[config.mk]
export PLATFORM = sky130hd
export DESIGN_NAME = memaccess
export DESIGN_NICKNAME = d
export VERILOG_FILES = /design/src/rtl/memaccess_pkg.sv /design/src/rtl/memaccess_memwatchdog.sv /design/src/rtl/memaccess.sv
export SDC_FILE = /design/constraint.sdc
export NUM_CORES = 1
export LEC_CHECK = 0
export BUFFER_PORTS_ARGS = -buffer_cell sky130_fd_sc_hd__clkbuf_2
export CORE_AREA = 4 4 153 155
export DETAILED_ROUTE_END_ITERATION = 12
export DIE_AREA = 0 0 157 159
export PLACE_DENSITY_LB_ADDON = 0.15
export SLEW_MARGIN = 20
export SYNTH_ARGS = -nofsm -noshare
export SYNTH_HDL_FRONTEND = slang
export SYNTH_HIERARCHICAL = 1
export SYNTH_SLANG_ARGS = --single-unit
[constraint.sdc]
create_clock -name clk -period 1.7 [get_ports clk]
set_clock_uncertainty 0.15 [all_clocks]
set_input_delay 0.34 -clock clk [delete_from_list [all_inputs] [get_ports clk]]
set_output_delay 0.34 -clock clk [all_outputs]
set_load 0.01 [all_outputs]
[src/rtl/memaccess_pkg.sv]
`default_nettype none
// ============================================================================
//  Module   : memaccess_pkg
//  Brief    : Shared word size, state encoding and alignment helper for the
//             LEGv8 memory-stage access controller.
//  Revision : 1.0  initial release
// ============================================================================
package memaccess_pkg;

    localparam int WORDSIZE            = 64;
    localparam int MEMACCESS_STATESIZE = 2;
    localparam int ALIGNBITS           = $clog2(WORDSIZE / 8);

    typedef enum logic [MEMACCESS_STATESIZE-1:0] {
        MEMACCESS_IDLE = 2'd0,
        MEMACCESS_WAIT = 2'd1,
        MEMACCESS_DONE = 2'd2
    } memaccess_state_e;

    function automatic logic is_misaligned(input logic [WORDSIZE-1:0] a);
        return a[ALIGNBITS-1:0] != '0;
    endfunction

endpackage : memaccess_pkg
`default_nettype wire

[src/rtl/memaccess_memwatchdog.sv]
`default_nettype none
// ============================================================================
//  Module   : memwatchdog
//  Brief    : Wait-cycle counter; expired_o flags the TIMEOUT-th counted cycle.
//  Revision : 1.0  initial release
// ============================================================================
module memwatchdog #(
    parameter int TIMEOUT = 255
) (
    input  logic clk,
    input  logic rst_n,
    input  logic clear_i,
    input  logic enable_i,
    output logic expired_o
);

    localparam int CNTW = $clog2(TIMEOUT + 1);

    logic [CNTW-1:0] count_q;
    logic [CNTW-1:0] count_d;

    always_comb begin
        count_d = count_q;
        if (clear_i) begin
            count_d = '0;
        end else if (enable_i) begin
            count_d = count_q + 1'b1;
        end
    end

    always_ff @(posedge clk) begin
        if (!rst_n) begin
            count_q <= '0;
        end else begin
            count_q <= count_d;
        end
    end

    // Fires during the cycle that would make the count reach TIMEOUT.
    assign expired_o = enable_i && (count_q == CNTW'(TIMEOUT - 1));

endmodule : memwatchdog
`default_nettype wire

[src/rtl/memaccess.sv]
`default_nettype none
// ============================================================================
//  Module   : memaccess
//  Brief    : MEM-stage request/ack controller; stalls the pipe and bubbles
//             MEM/WB while a data-memory access is outstanding.
//             Optional wait timeout: define MEMACCESS_TIMEOUT_EN.
//  Revision : 1.0  initial release
// ============================================================================
module memaccess
    import memaccess_pkg::*;
#(
    parameter int TIMEOUT = 255
) (
    input  logic                clk,
    input  logic                rst_n,
    input  logic                exvalid,
    input  logic                memread,
    input  logic                memwrite,
    input  logic [WORDSIZE-1:0] addr,
    input  logic [WORDSIZE-1:0] wdata,
    output logic                dmem_req,
    output logic                dmem_we,
    output logic [WORDSIZE-1:0] dmem_addr,
    output logic [WORDSIZE-1:0] dmem_wdata,
    input  logic                dmem_ack,
    input  logic                dmem_err,
    input  logic [WORDSIZE-1:0] dmem_rdata,
    output logic [WORDSIZE-1:0] readmem,
    output logic                stall,
    output logic                bubble,
    output logic                fault
);

    memaccess_state_e    state_q, state_d;
    logic                req_q, req_d;
    logic                we_q, we_d;
    logic [WORDSIZE-1:0] addr_q, addr_d;
    logic [WORDSIZE-1:0] wdata_q, wdata_d;
    logic [WORDSIZE-1:0] readmem_q, readmem_d;
    logic                fault_q, fault_d;

    logic w_memop;
    logic w_illegal;
    logic w_timeout;

    assign w_memop   = exvalid & (memread | memwrite);
    assign w_illegal = (memread & memwrite) | is_misaligned(addr);

`ifdef MEMACCESS_TIMEOUT_EN
    memwatchdog #(
        .TIMEOUT (TIMEOUT)
    ) u_memwatchdog (
        .clk       (clk),
        .rst_n     (rst_n),
        .clear_i   (state_q != MEMACCESS_WAIT),
        .enable_i  ((state_q == MEMACCESS_WAIT) & ~dmem_ack),
        .expired_o (w_timeout)
    );
`else
    assign w_timeout = 1'b0;
`endif

    always_comb begin
        state_d   = state_q;
        req_d     = req_q;
        we_d      = we_q;
        addr_d    = addr_q;
        wdata_d   = wdata_q;
        readmem_d = readmem_q;
        fault_d   = fault_q;
        stall     = 1'b0;
        bubble    = 1'b0;
        fault     = 1'b0;

        case (state_q)
            MEMACCESS_IDLE: begin
                if (w_memop) begin
                    stall  = 1'b1;
                    bubble = 1'b1;
                    if (w_illegal) begin
                        fault_d = 1'b1;
                        state_d = MEMACCESS_DONE;
                    end else begin
                        req_d   = 1'b1;
                        we_d    = memwrite;
                        addr_d  = addr;
                        wdata_d = wdata;
                        fault_d = 1'b0;
                        state_d = MEMACCESS_WAIT;
                    end
                end
            end
            MEMACCESS_WAIT: begin
                stall  = 1'b1;
                bubble = 1'b1;
                // An ack arriving on the timeout cycle takes precedence.
                if (dmem_ack) begin
                    req_d   = 1'b0;
                    state_d = MEMACCESS_DONE;
                    if (dmem_err) begin
                        fault_d   = 1'b1;
                        readmem_d = '0;
                    end else if (!we_q) begin
                        readmem_d = dmem_rdata;
                    end
                end else if (w_timeout) begin
                    req_d     = 1'b0;
                    readmem_d = '0;
                    fault_d   = 1'b1;
                    state_d   = MEMACCESS_DONE;
                end
            end
            MEMACCESS_DONE: begin
                bubble  = fault_q;
                fault   = fault_q;
                fault_d = 1'b0;
                state_d = MEMACCESS_IDLE;
            end
            default: begin
                state_d = MEMACCESS_IDLE;
            end
        endcase

        if (!rst_n) begin
            stall  = 1'b0;
            bubble = 1'b1;
            fault  = 1'b0;
        end
    end

    always_ff @(posedge clk) begin
        if (!rst_n) begin
            state_q   <= MEMACCESS_IDLE;
            req_q     <= 1'b0;
            we_q      <= 1'b0;
            addr_q    <= '0;
            wdata_q   <= '0;
            readmem_q <= '0;
            fault_q   <= 1'b0;
        end else begin
            state_q   <= state_d;
            req_q     <= req_d;
            we_q      <= we_d;
            addr_q    <= addr_d;
            wdata_q   <= wdata_d;
            readmem_q <= readmem_d;
            fault_q   <= fault_d;
        end
    end

    assign dmem_req   = req_q;
    assign dmem_we    = we_q;
    assign dmem_addr  = addr_q;
    assign dmem_wdata = wdata_q;
    assign readmem    = readmem_q;

endmodule : memaccess
`default_nettype wire

==> impl_results.md <==
* Post-synthesis average cell area at 8.324 sq um
* Area growth syn-to-layout at 72.15%
* Worst-margin pin slew at 0.4429 ns
* Vias per inst at 4.776
* Period minus WS final at 2.050 ns
* Final Max Tran Viols at 0
* CTS tree: done
* Drt initial violations at 457
* Clk Latency, worst-skew pair at 0.42 ns
* Die Y at 159 um
* Vias in the first global route at 8014
* Drt wl/cell at 16.12 um
* GR Overflow Total at 0
* Share of cells above drive strength 1 at 0.3590
* Final hold viol count at 0
* Clock slew at reported path FFs at 0.07 ns
* Area of the multi-input gates at 0.003227 sq mm
* Flops & latches, synth at 197
* Synth cell types at 32
* DIE AREA at 0.02496 sq mm
* Nets at 1655
* Final HPWL DP at 17730 um
* Pwr Density at 779.3 mW/mm^2
* Worst Setup End Kind: output pin
* Global-route wire length before repair at 43510 um
* RSZ-0062 raised after global routing: yes
* Initial core utilization at 0.3418
* # IOs at 396
* Crit path launch type: flop
* Yosys warns at 6
* # setup viols final at 178
* Kind of critical path: flop to output pin
* Commonest non-fill, non-tap cell in the layout: clkbuf_2
* Worst EP arrival at 1.56 ns
* RePlAce Congestion at 0.7727
* Worst Setup Slack, final at -0.3502 ns
* Max_slew headroom at 0.7047
* Area contributors post-synth: dfxtp_1 (53%), nand3_1 (21%), nand2_1 (9.8%)
* DRT Wirelength at 28150 um
* Status: complete, but fails checks
* Initial antenna violation count at 2
* Drt drc at 0
* Yosys top cell by area: dfxtp_1
* Number of port buffers at 395
* Most frequent cells in the layout: clkbuf_2 (391), nand3_1 (307), dfxtp_1 (195)
* Leak Pwr at 6.192 nW
* Die Wd at 157 um
* Clock sink count at 197
* Core area at 0.02182 sq mm
* Root Driver: clkbuf_16
* Pin count of the biggest net entering global routing at 70
* Syn Inst Count at 896
* Clk buf depth at 2
* Crit path max fanout at 3
* Worst path required time at 1.21 ns
* # rows at 54
* FILL cells at 1942
* Fmax at 0.4877 GHz
* H-tree levels at 4
* FF+latch area at 0.003946 sq mm
* Syn Std Cell Area at 0.007458 sq mm
* Synth top area share at 0.5288
* VDD IR-drop max at 0.5562 mV
* Hold Crit Class: primary input to flop
* CTS Buf Count at 17
* Final Core Density at 0.5884
* Via count at 8339
* Syn_nets at 1099
* Routed Antenna Nets at 0
* TritonRoute pass-1 iters at 7
* Total track usage at 0.2154
* Setup TNS at -21.61 ns
* Tcrit/Tclk final at 1.206
* Sequential-to-total area share from yosys stat at 0.5288
* Number of max-cap violations at 0
* Failing checks: setup timing
## report_power, final
part           total [mW]  switching (mW)  internal [mW]
Sequential           4.70          0.0341           4.67
Clock                4.18            1.91           2.28
Combinational        1.12           0.487          0.635
Total                10.0            2.43           7.58
## sequential cells by signal, summed over array words and instances (netlist names)
| signal | count |
|---|---|
| dmem_addr | 64 |
| dmem_wdata | 64 |
| readmem | 64 |
| state_q | 2 |
| dmem_req | 1 |
| dmem_we | 1 |
| fault_q | 1 |
## path summary, 6_finish.rpt
check / startpoint / slack (ns) / cells after the start / to
setup / recovery: state_q[0] / -0.35 / 6 / bubble
hold / removal: dmem_rdata[50] / 0.009 / 3 / readmem[50]
setup reg to reg: state_q[1] / -0.26 / 10 / dmem_wdata[47]
hold reg to reg: dmem_wdata[52] / 0.30 / 2 / dmem_wdata[52]
## metrics by stage
stage / std cells / cell area, sq um / hold WS [ns] / power [mW] / worst slack [ns]
after floorplan: 896 / 7462 / 0.2974 / 5.111 / 0.01663
after global placement: 1518 / 9807 / 0.2843 / 5.521 / -0.04011
after detailed placement: 1518 / 9807 / 0.2904 / 5.521 / -0.06098
after CTS: 1737 / 12620 / 0.000003941 / 10.13 / -0.3672
after global routing: 1746 / 12840 / 0.0005727 / 10.42 / -0.4427
final: 1746 / 12840 / 0.009386 / 10.01 / -0.3502
## per-layer routing
layer	wire, um	track usage
met5	7	0
met3	2073	0.05572
met1	11020	0.2529
met2	14170	0.3741
met4	874	0.08205
## critical path: stages (launching register included)
cell      delay [ns]
dfxtp_2         0.32
buf_6           0.11
ha_4            0.15
buf_6           0.11
a211oi_2        0.21
o21ai_1         0.08
buf_2           0.15
## timing repair
action                                  in CTS  in global routing
hold endpoints to repair                   160                  1
gates resized for setup                     55                 46
setup buffers                               16                  5
endpoints found under the setup margin     187                195
hold buffers                               160                  1
pin swaps                                   24                 37
gates cloned                                11                  2
## logic make-up after synthesis
group	count (synthesis)	share of synthesized area
XOR/XNOR	1	0.001175
adder cells (fa/ha/maj)	4	0.006711
flip-flops	197	0.5288
AND/OR/NAND/NOR	524	0.3213
AO/OA/AOI/OAI	79	0.07918
multiplexers	1	0.001342
buffers and inverters	90	0.06157
## final cells by class
class,instances,area share
antenna,1,0.0001949
multi-input combinational,609,0.2513
timing repair buffer,623,0.3652
clock buffer,20,0.03479
clock inverter,12,0.01267
inverter,4,0.001169
sequential,197,0.3073
tap,280,0.02729
## cell usage after synthesis (all sizes together)
master / n
and2: 1
buf: 47
a21o: 1
o311ai: 1
nand4: 1
a21oi: 3
mux2i: 1
o211a: 1
nor3: 1
o211ai: 1
o22ai: 1
nor2: 1
clkbuf: 39
and3: 5
xor2: 1
a21boi: 64
nand3: 319
inv: 4
a211oi: 1
o21ai: 4
nor2b: 1
nand2: 194
o21a: 1
ha: 4
a31o: 1
nand3b: 1
dfxtp: 197
Note: power is estimated with default switching activity, not from simulation.
